## config.mk

```make
export PLATFORM = sky130hd
export DESIGN_NAME = spi_master_adapter
export DESIGN_NICKNAME = d
export VERILOG_FILES = /design/src/rtl/spi_master_pkg.sv /design/src/rtl/spi_clk_gen.sv /design/src/rtl/spi_master_adapter.sv
export SDC_FILE = /design/constraint.sdc
export NUM_CORES = 1
export LEC_CHECK = 0
export BUFFER_PORTS_ARGS = -buffer_cell sky130_fd_sc_hd__buf_4
export CAP_MARGIN = 20
export CORE_MARGIN = 2
export CORE_UTILIZATION = 56
export CTS_CLUSTER_SIZE = 24
export DETAILED_ROUTE_END_ITERATION = 10
export GPL_TIMING_DRIVEN = 0
export PLACE_DENSITY_LB_ADDON = 0.08
export SYNTH_ARGS = -nofsm -noshare
export SYNTH_HDL_FRONTEND = slang
export SYNTH_SLANG_ARGS = --single-unit
export TNS_END_PERCENT = 10
```

## constraint.sdc

```tcl
create_clock -name clk -period 2.1 [get_ports clk]
set_input_delay 0.63 -clock clk [delete_from_list [all_inputs] [get_ports clk]]
set_output_delay 0.63 -clock clk [all_outputs]
set_load 0.02 [all_outputs]
```

## src/rtl/spi_master_pkg.sv

```systemverilog
// Shared types and frame geometry for the SPI master adapter.
package spi_master_pkg;
  typedef enum logic [2:0] {IDLE, CS_SETUP, SHIFT, GAP, DONE} state_e;

  localparam int HDR_W      = 8;
  localparam int DATA_BYTES = 3;
  localparam int BYTE_W     = 8;
  localparam int FRAME_W    = HDR_W + DATA_BYTES * BYTE_W;
endpackage

```

## src/rtl/spi_clk_gen.sv

```systemverilog
// SPI clock phase generator: counts half periods while enabled and strobes
// the low->high and high->low SCA transitions.
module spi_clk_gen #(
  parameter int CLK_DIV = 4
) (
  input  logic clk,
  input  logic reset,
  input  logic en,
  output logic rise_tick,
  output logic fall_tick
);
  localparam int CW = (CLK_DIV > 1) ? $clog2(CLK_DIV) : 1;
  localparam logic [CW-1:0] HALF_LAST = CW'(CLK_DIV - 1);

  logic [CW-1:0] cnt_q, cnt_d;
  logic          phase_q, phase_d;

  always_comb begin
    cnt_d   = cnt_q;
    phase_d = phase_q;
    if (!en) begin
      cnt_d   = '0;
      phase_d = 1'b0;
    end else if (cnt_q == HALF_LAST) begin
      cnt_d   = '0;
      phase_d = ~phase_q;
    end else begin
      cnt_d = cnt_q + 1'b1;
    end
  end

  assign rise_tick = en && (cnt_q == HALF_LAST) && !phase_q;
  assign fall_tick = en && (cnt_q == HALF_LAST) &&  phase_q;

  always_ff @(posedge clk or negedge reset) begin
    if (!reset) begin
      cnt_q   <= '0;
      phase_q <= 1'b0;
    end else begin
      cnt_q   <= cnt_d;
      phase_q <= phase_d;
    end
  end
endmodule

```

## src/rtl/spi_master_adapter.sv

```systemverilog
// Register-access SPI master: 4-byte transaction (header + 24-bit payload),
// each byte framed by its own CS low window, MISO captured into rdata.
module spi_master_adapter
  import spi_master_pkg::*;
#(
  parameter int ADD_range = 7,
  parameter int CLK_DIV   = 4,
  parameter int CS_GAP    = 2
) (
  input  logic                 clk,
  input  logic                 reset,
  input  logic                 start,
  input  logic                 rw,
  input  logic [ADD_range-1:0] addr,
  input  logic [23:0]          wdata,
  output logic                 busy,
  output logic                 done,
  output logic [23:0]          rdata,
  output logic                 SCA_spi,
  output logic                 MOSI_spi,
  output logic                 CS_spi,
  input  logic                 MISO_spi
);
  localparam int CNT_MAX = (CLK_DIV > CS_GAP) ? CLK_DIV : CS_GAP;
  localparam int CW      = $clog2(CNT_MAX + 1);
  localparam logic [CW-1:0] SETUP_LAST = CW'(CLK_DIV - 1);
  localparam logic [CW-1:0] GAP_LAST   = CW'(CS_GAP - 1);
  localparam int RX_W = DATA_BYTES * BYTE_W;

  state_e               state_q, state_d;
  logic [CW-1:0]        cnt_q, cnt_d;
  logic [1:0]           byte_q, byte_d;
  logic [2:0]           bit_q, bit_d;
  logic [FRAME_W-1:0]   tx_q, tx_d;
  logic [RX_W-1:0]      rx_q, rx_d, rdata_q, rdata_d;
  logic                 sca_q, sca_d, mosi_q, mosi_d, cs_q, cs_d;
  logic                 busy_q, busy_d, done_q, done_d;
  logic [HDR_W-1:0]     hdr;
  logic                 rise_tick, fall_tick;

  spi_clk_gen #(.CLK_DIV(CLK_DIV)) u_clk_gen (
    .clk       (clk),
    .reset     (reset),
    .en        (state_q == SHIFT),
    .rise_tick (rise_tick),
    .fall_tick (fall_tick)
  );

  always_comb begin
    hdr                = '0;
    hdr[ADD_range:0]   = {rw, addr};
  end

  always_comb begin
    state_d = state_q;
    cnt_d   = cnt_q;
    byte_d  = byte_q;
    bit_d   = bit_q;
    tx_d    = tx_q;
    rx_d    = rx_q;
    sca_d   = sca_q;
    mosi_d  = mosi_q;
    cs_d    = cs_q;
    busy_d  = busy_q;
    done_d  = 1'b0;
    rdata_d = rdata_q;
    case (state_q)
      IDLE: if (start) begin
        tx_d    = {hdr, wdata};
        mosi_d  = hdr[HDR_W-1];
        cs_d    = 1'b0;
        busy_d  = 1'b1;
        cnt_d   = '0;
        byte_d  = '0;
        bit_d   = '0;
        state_d = CS_SETUP;
      end
      CS_SETUP: begin
        if (cnt_q == SETUP_LAST) begin
          cnt_d   = '0;
          state_d = SHIFT;
        end else cnt_d = cnt_q + 1'b1;
      end
      SHIFT: begin
        if (rise_tick) sca_d = 1'b1;
        // Falling edge closes a bit: sample MISO, advance MOSI to the next bit.
        if (fall_tick) begin
          sca_d = 1'b0;
          rx_d  = {rx_q[RX_W-2:0], MISO_spi};
          tx_d  = {tx_q[FRAME_W-2:0], 1'b0};
          if (bit_q == 3'(BYTE_W - 1)) begin
            bit_d  = '0;
            cs_d   = 1'b1;
            mosi_d = 1'b0;
            if (byte_q == 2'(DATA_BYTES)) begin
              busy_d  = 1'b0;
              done_d  = 1'b1;
              rdata_d = {rx_q[RX_W-2:0], MISO_spi};
              state_d = DONE;
            end else begin
              byte_d  = byte_q + 1'b1;
              cnt_d   = '0;
              state_d = GAP;
            end
          end else begin
            bit_d  = bit_q + 1'b1;
            mosi_d = tx_q[FRAME_W-2];
          end
        end
      end
      GAP: begin
        if (cnt_q == GAP_LAST) begin
          cnt_d   = '0;
          cs_d    = 1'b0;
          mosi_d  = tx_q[FRAME_W-1];
          state_d = CS_SETUP;
        end else cnt_d = cnt_q + 1'b1;
      end
      DONE:    state_d = IDLE;
      default: state_d = IDLE;
    endcase
  end

  always_ff @(posedge clk or negedge reset) begin
    if (!reset) begin
      state_q <= IDLE;
      cnt_q   <= '0;
      byte_q  <= '0;
      bit_q   <= '0;
      tx_q    <= '0;
      rx_q    <= '0;
      sca_q   <= 1'b0;
      mosi_q  <= 1'b0;
      cs_q    <= 1'b1;
      busy_q  <= 1'b0;
      done_q  <= 1'b0;
      rdata_q <= '0;
    end else begin
      state_q <= state_d;
      cnt_q   <= cnt_d;
      byte_q  <= byte_d;
      bit_q   <= bit_d;
      tx_q    <= tx_d;
      rx_q    <= rx_d;
      sca_q   <= sca_d;
      mosi_q  <= mosi_d;
      cs_q    <= cs_d;
      busy_q  <= busy_d;
      done_q  <= done_d;
      rdata_q <= rdata_d;
    end
  end

  assign SCA_spi  = sca_q;
  assign MOSI_spi = mosi_q;
  assign CS_spi   = cs_q;
  assign busy     = busy_q;
  assign done     = done_q;
  assign rdata    = rdata_q;
endmodule

```

# --- Yosys cells after proc, flatten, opt, wreduce, memory -nomap -nowiden ---
# Cells that the tools add are included.
classes:
  n_bitwise: 1
  addsub: 4
  reduce_logical: 19
  n_eq_ne: 16
  n_mux: 50
ops:
  columns: ["op", "count"]
  rows:
  - ["$mux W32", 2]
  - ["$pmux W32 S2", 1]
  - ["$mux W3", 14]
  - ["$reduce_and A5 Y1", 5]
  - ["$pmux W3 S4", 2]
  - ["$mux W1", 20]
  - ["$ne A2 B2 Y1 const B", 8]
  - ["$mux W2", 6]
  - ["$eq A3 B2 Y1 const B", 3]
  - ["$reduce_and A4 Y1", 2]
  - ["$add A3 B1 Y3 const B", 2]
  - ["$eq A3 B1 Y1 const B", 2]
  - ["$pmux W1 S3", 2]
  - ["$pmux W3 S2", 1]
  - ["$add A2 B1 Y2 const B", 2]
  - ["$eq A2 B2 Y1 const B", 2]
  - ["$pmux W2 S2", 1]
  - ["$reduce_and A2 Y1", 2]
  - ["$reduce_bool A2 Y1", 2]
  - ["$reduce_bool A4 Y1", 1]
  - ["$eq A3 B3 Y1 const B", 1]
  - ["$logic_and A1 B1 Y1", 3]
  - ["$logic_not A3 Y1", 1]
  - ["$reduce_and A3 Y1", 1]
  - ["4 further kinds", 4]
totals:
  reg_bits: 98
  wordCells: 104
  in_bits: 36

# --- Depth between registers and ports, before layout ---
depth:
  word_depth: 5
  depth_mapped: 7
  ltp_nobuf: 6

# --- Modules after synthesis ---
# Synthesis repeated with hierarchy kept, for this count alone.
hier_totals:
  hier_cells: 339
  area_unflattened_um2: 4334.2
by_module_without_submodules:
  columns: ["module", "seq_area_each_um2", "cells_per_inst", "instances", "area_per_inst_um2"]
  rows:
  - ["spi_master_adapter", 2378.5, 328, 1, 4204.0]
  - ["spi_clk_gen", 75.1, 11, 1, 130.1]

# --- Worst setup path before layout ---
# OpenSTA, ideal clock, no wires.
synth_timing:
  kind: "register -> register"
  startpoint: "reg state_q[1]"
  endpoint: "reg rdata_q[10], in the netlist rdata[10]"
  n_path_buf: 3
  path_stages_with_launch: 7
  arrival_ns: 1.769
  synth_period_minus_slack_ns: 1.894
  setup_time_ns: 0.125
  setup_slack_ns: 0.206
  t_required_ns: 1.975
  cell_sequence: "dfrtp_1 buf_4 or3b_1 buf_6 nor3_4 buf_6 mux2_2"
synth_via:
  elab_chain_len: 4
synth_rtl:
  columns: ["element", "line_no", "source"]
  rows:
  - ["start: declaration", "spi_master_adapter.sv:30", "state_e state_q, state_d;"]
  - ["start signal: assignment", "spi_master_adapter.sv:139", "state_q <= state_d;"]
  - ["$eq A3 B2 Y1 (*)", "spi_master_adapter.sv:44, spi_master_adapter.sv:67", null]
  - ["$logic_and A1 B1 Y1 (2 in a row)", "spi_clk_gen.sv:33", "assign fall_tick = en && (cnt_q == HALF_LAST) && phase_q;"]
  - ["$reduce_and A4 Y1 (no line) (*)", null, null]
  - ["end signal: assignment", "spi_master_adapter.sv:150", "rdata_q <= rdata_d;"]
  - ["end: declaration", "spi_master_adapter.sv:35", "logic [RX_W-1:0] rx_q, rx_d, rdata_q, rdata_d;"]
# Every way passes the cells marked *; elsewhere a longest branch is shown, timed or not.
# A chain may end at the register's enable or synchronous reset.

# --- Worst setup path after layout ---
layout_timing:
  startpoint: "reg state_q[1]"
  endpoint: "reg rx_q[20]"
layout_via:
  elab_chain_len: 4
layout_rtl:
  columns: ["element", "line_no", "source"]
  rows:
  - ["$eq A3 B2 Y1 (*)", "spi_master_adapter.sv:44, spi_master_adapter.sv:67", null]
  - ["$logic_and A1 B1 Y1 (2 in a row)", "spi_clk_gen.sv:33", null]
  - ["$reduce_and A2 Y1 (no line) (*)", null, null]
  - ["end signal: assignment", "spi_master_adapter.sv:144", "rx_q <= rx_d;"]
  - ["end: declaration", "spi_master_adapter.sv:35", null]
# Marked as above.

==> reports/summary.txt <==
initial DRC count -> 124
Setup WS post-layout -> 103.6 ps
DR top layer -> met4
1st-pass router iterations -> 4
post-cts hold buffer count -> 0
Max-Cap Viols -> 0
biggest area consumer among synthesized cells -> dfrtp_1
CP arrival -> 2240 ps
clk_lat worst skew -> 370 ps
Syn Nets -> 388
Synthesis Warnings -> 0
Mapped Avg Cell Area -> 12.36 µm²
crit path max fanout -> 10
fraction of registers with async set/reset -> 100.0%
Yosys top cell area share -> 57.24%
TritonCTS Sinks -> 98
status -> finished, final reports clean
Die W -> 91.02 µm
final WL -> 7703 µm
storage element area -> 2454 µm²
Die H -> 91.02 µm
I/O Buffers -> 64
WL/cell -> 14.64 µm
CTS Buf Count -> 9
first-pass GRT wire length -> 13410 µm
Initial Util -> 58.15%
Std-Cell Rows -> 31
vias in the first global route -> 2806
worst hold slack -> 203.1 ps
Gate Count Post-Synth -> 343
synth top area cells -> dfrtp_1 (57%), mux2_2 (13%), mux2i_1 (7.8%)
min Tclk post-route -> 1996 ps
DR vias -> 2826
Worst-Margin Slew -> 836.3 ps
initial antenna violation count -> 0
multi-input logic area -> 1665 µm²
DIE AREA -> 8284 µm²
top_reg_cell synth -> dfrtp_1
register area share after synthesis -> 57.86%
cell with the most instances after synthesis -> dfrtp_1
hold crit path type -> input pin to asynchronous set/reset pin
Cell Pwr Density -> 639.3 nW/µm²
I/O pins -> 65
RSZ-0062 raised after global routing -> no
Worst Skew -> 18.41 ps
Reg2Reg Setup Slack -> 100 ps
Post-synth EDFFs -> 0
met3 routed WL -> 309 µm
WP data required -> 2350 ps
Final Slew Violations -> 0
Max IR drop VDD -> 0.3941 mV
vias per cell -> 5.373
routed length on met1 -> 3517 µm
Synth Cell Area -> 4240 µm²
Static Leak -> 2.675 nW
GR Util All Layers -> 20.10%
CTS root buf -> clkbuf_8
# fillers -> 578
gr ovfl total -> 0
Max-slew headroom -> 43.54%
final hold vios -> 0
number of synthesized register bits -> 98
max frequency -> 500.9 MHz
Routed Antenna Nets -> 0
clock tree from TritonCTS -> done
startpoint types -> register
Layout Nets -> 467
crit share post-route -> 95.07%
largest net degree at the start of global routing -> 67
met2 wire length -> 3715 µm
Post-synth top cells -> dfrtp_1 (97), mux2_2 (48), nand2_1 (41), o21ai_0 (40), mux2i_1 (33)
Max Root-Sink Buffers -> 2
Synth cell types -> 37
GPL Wtd Cong -> 0.8105
H-tree Lvls -> 3
critical path endpoint category -> register
Final setup viols -> 0
layout cell share with drive strength beyond 1 -> 34.66%
Crit Path Category -> register to register
Residual DRC -> 0
Final HPWL DP -> 5238 µm
Ant. Diodes -> 0
CTS clk-pin slew, worst paths -> 100 ps
DP Worst Slack -> -63.66 ps
Layout area overhead -> 20.92%
Core Area -> 7292 µm²
## critical path, stage by stage, from the launching register on
cell and delay, ps:
dfrtp_1 350, buf_6 130, or3b_1 360, buf_6 160
nor2_4 230, clkbuf_4 300, mux2_2 350
## cell type report
| cell class | count | share of cell area [%] |
|---|---|---|
| Tap cell | 99 | 2.416 |
| Inverter | 7 | 0.5124 |
| Buffer | 18 | 2.147 |
| Sequential cell | 98 | 47.85 |
| Clock buffer | 9 | 2.416 |
| Timing Repair Buffer | 68 | 10.35 |
| Clock inverter | 7 | 1.830 |
| Multi-Input combinational cell | 220 | 32.48 |
## power by group
part	total, mW	internal, mW	switching [mW]
Clock	1.29	0.583	0.702
Combinational	0.0981	0.0516	0.0465
Sequential	1.89	1.89	0.00377
## sequential cells by signal, summed over array words and instances (netlist names), 2 cells and up
signal / cells
state_q: 3
bit_q: 3
tx_q: 32
byte_q: 2
rx_q: 23
rdata: 24
u_clk_gen.cnt_q: 2
cnt_q: 3
## per-stage QoR
stage | instance area, µm² | std cells | utilization [%] | setup TNS [ps] | total power [mW]
2_1_floorplan | 4240 | 343 | - | 0 | 1.938
4_1_cts | 5097 | 523 | 69.90 | -18.62 | 3.314
6_report | 5127 | 526 | 70.32 | 0 | 3.278
3_5_place_dp | 4872 | 507 | 66.82 | -423.5 | 2.033
5_1_grt | 5127 | 526 | 70.32 | 0 | 3.405
3_3_place_gp | 4845 | 506 | 66.44 | -61.58 | 2.025
## cell families after synthesis
kind of cell             synth area share, %
AO/OA/AOI/OAI                          7.731
buffers and inverters                  3.069
multiplexers                           20.54
XOR/XNOR                              0.2066
flip-flops                             57.86
adder cells (fa/ha/maj)                2.656
AND/OR/NAND/NOR                        7.938
## worst paths after layout
path / startpoint / endpoint / cells after the start
worst max-delay path: state_q[1] / rx_q[20] / 6
worst min-delay path: reset / tx_q[24] / 1
worst max register to register: state_q[1] / rx_q[20] / 6
worst min register to register: u_clk_gen.cnt_q[0] / u_clk_gen.cnt_q[0] / 1
max in group asynchronous: reset / CS_spi / 2
min in group clk: u_clk_gen.cnt_q[0] / u_clk_gen.cnt_q[0] / 1
## cells in the final DEF (no fill, tap or decap), types with 3 or more instances in the layout
master,instances
nand2_1,41
nor3_1,3
mux2i_1,33
nor2_1,8
o21ai_0,40
ha_1,8
dfrtp_1,97
mux2_2,48
nor2b_1,4
inv_1,7
clkbuf_8,9
a21oi_1,6
buf_2,4
buf_4,68
clkbuf_1,8
buf_6,4
## per-layer routing
metal / global-route usage [%] / vias up
li1: - / 1362
met1: 28.28 / 1403
met2: 31.17 / 47
met3: 4.481 / 14
met4: 6.944 / 0
met5: 0 / -
## what timing repair did
item / CTS / global route
setup buffers: 0 / 3
pin swaps: 0 / 2
resized for setup: 2 / 3
endpoints found under the setup margin: 12 / 27
Note: power is estimated with default switching activity, not from simulation.
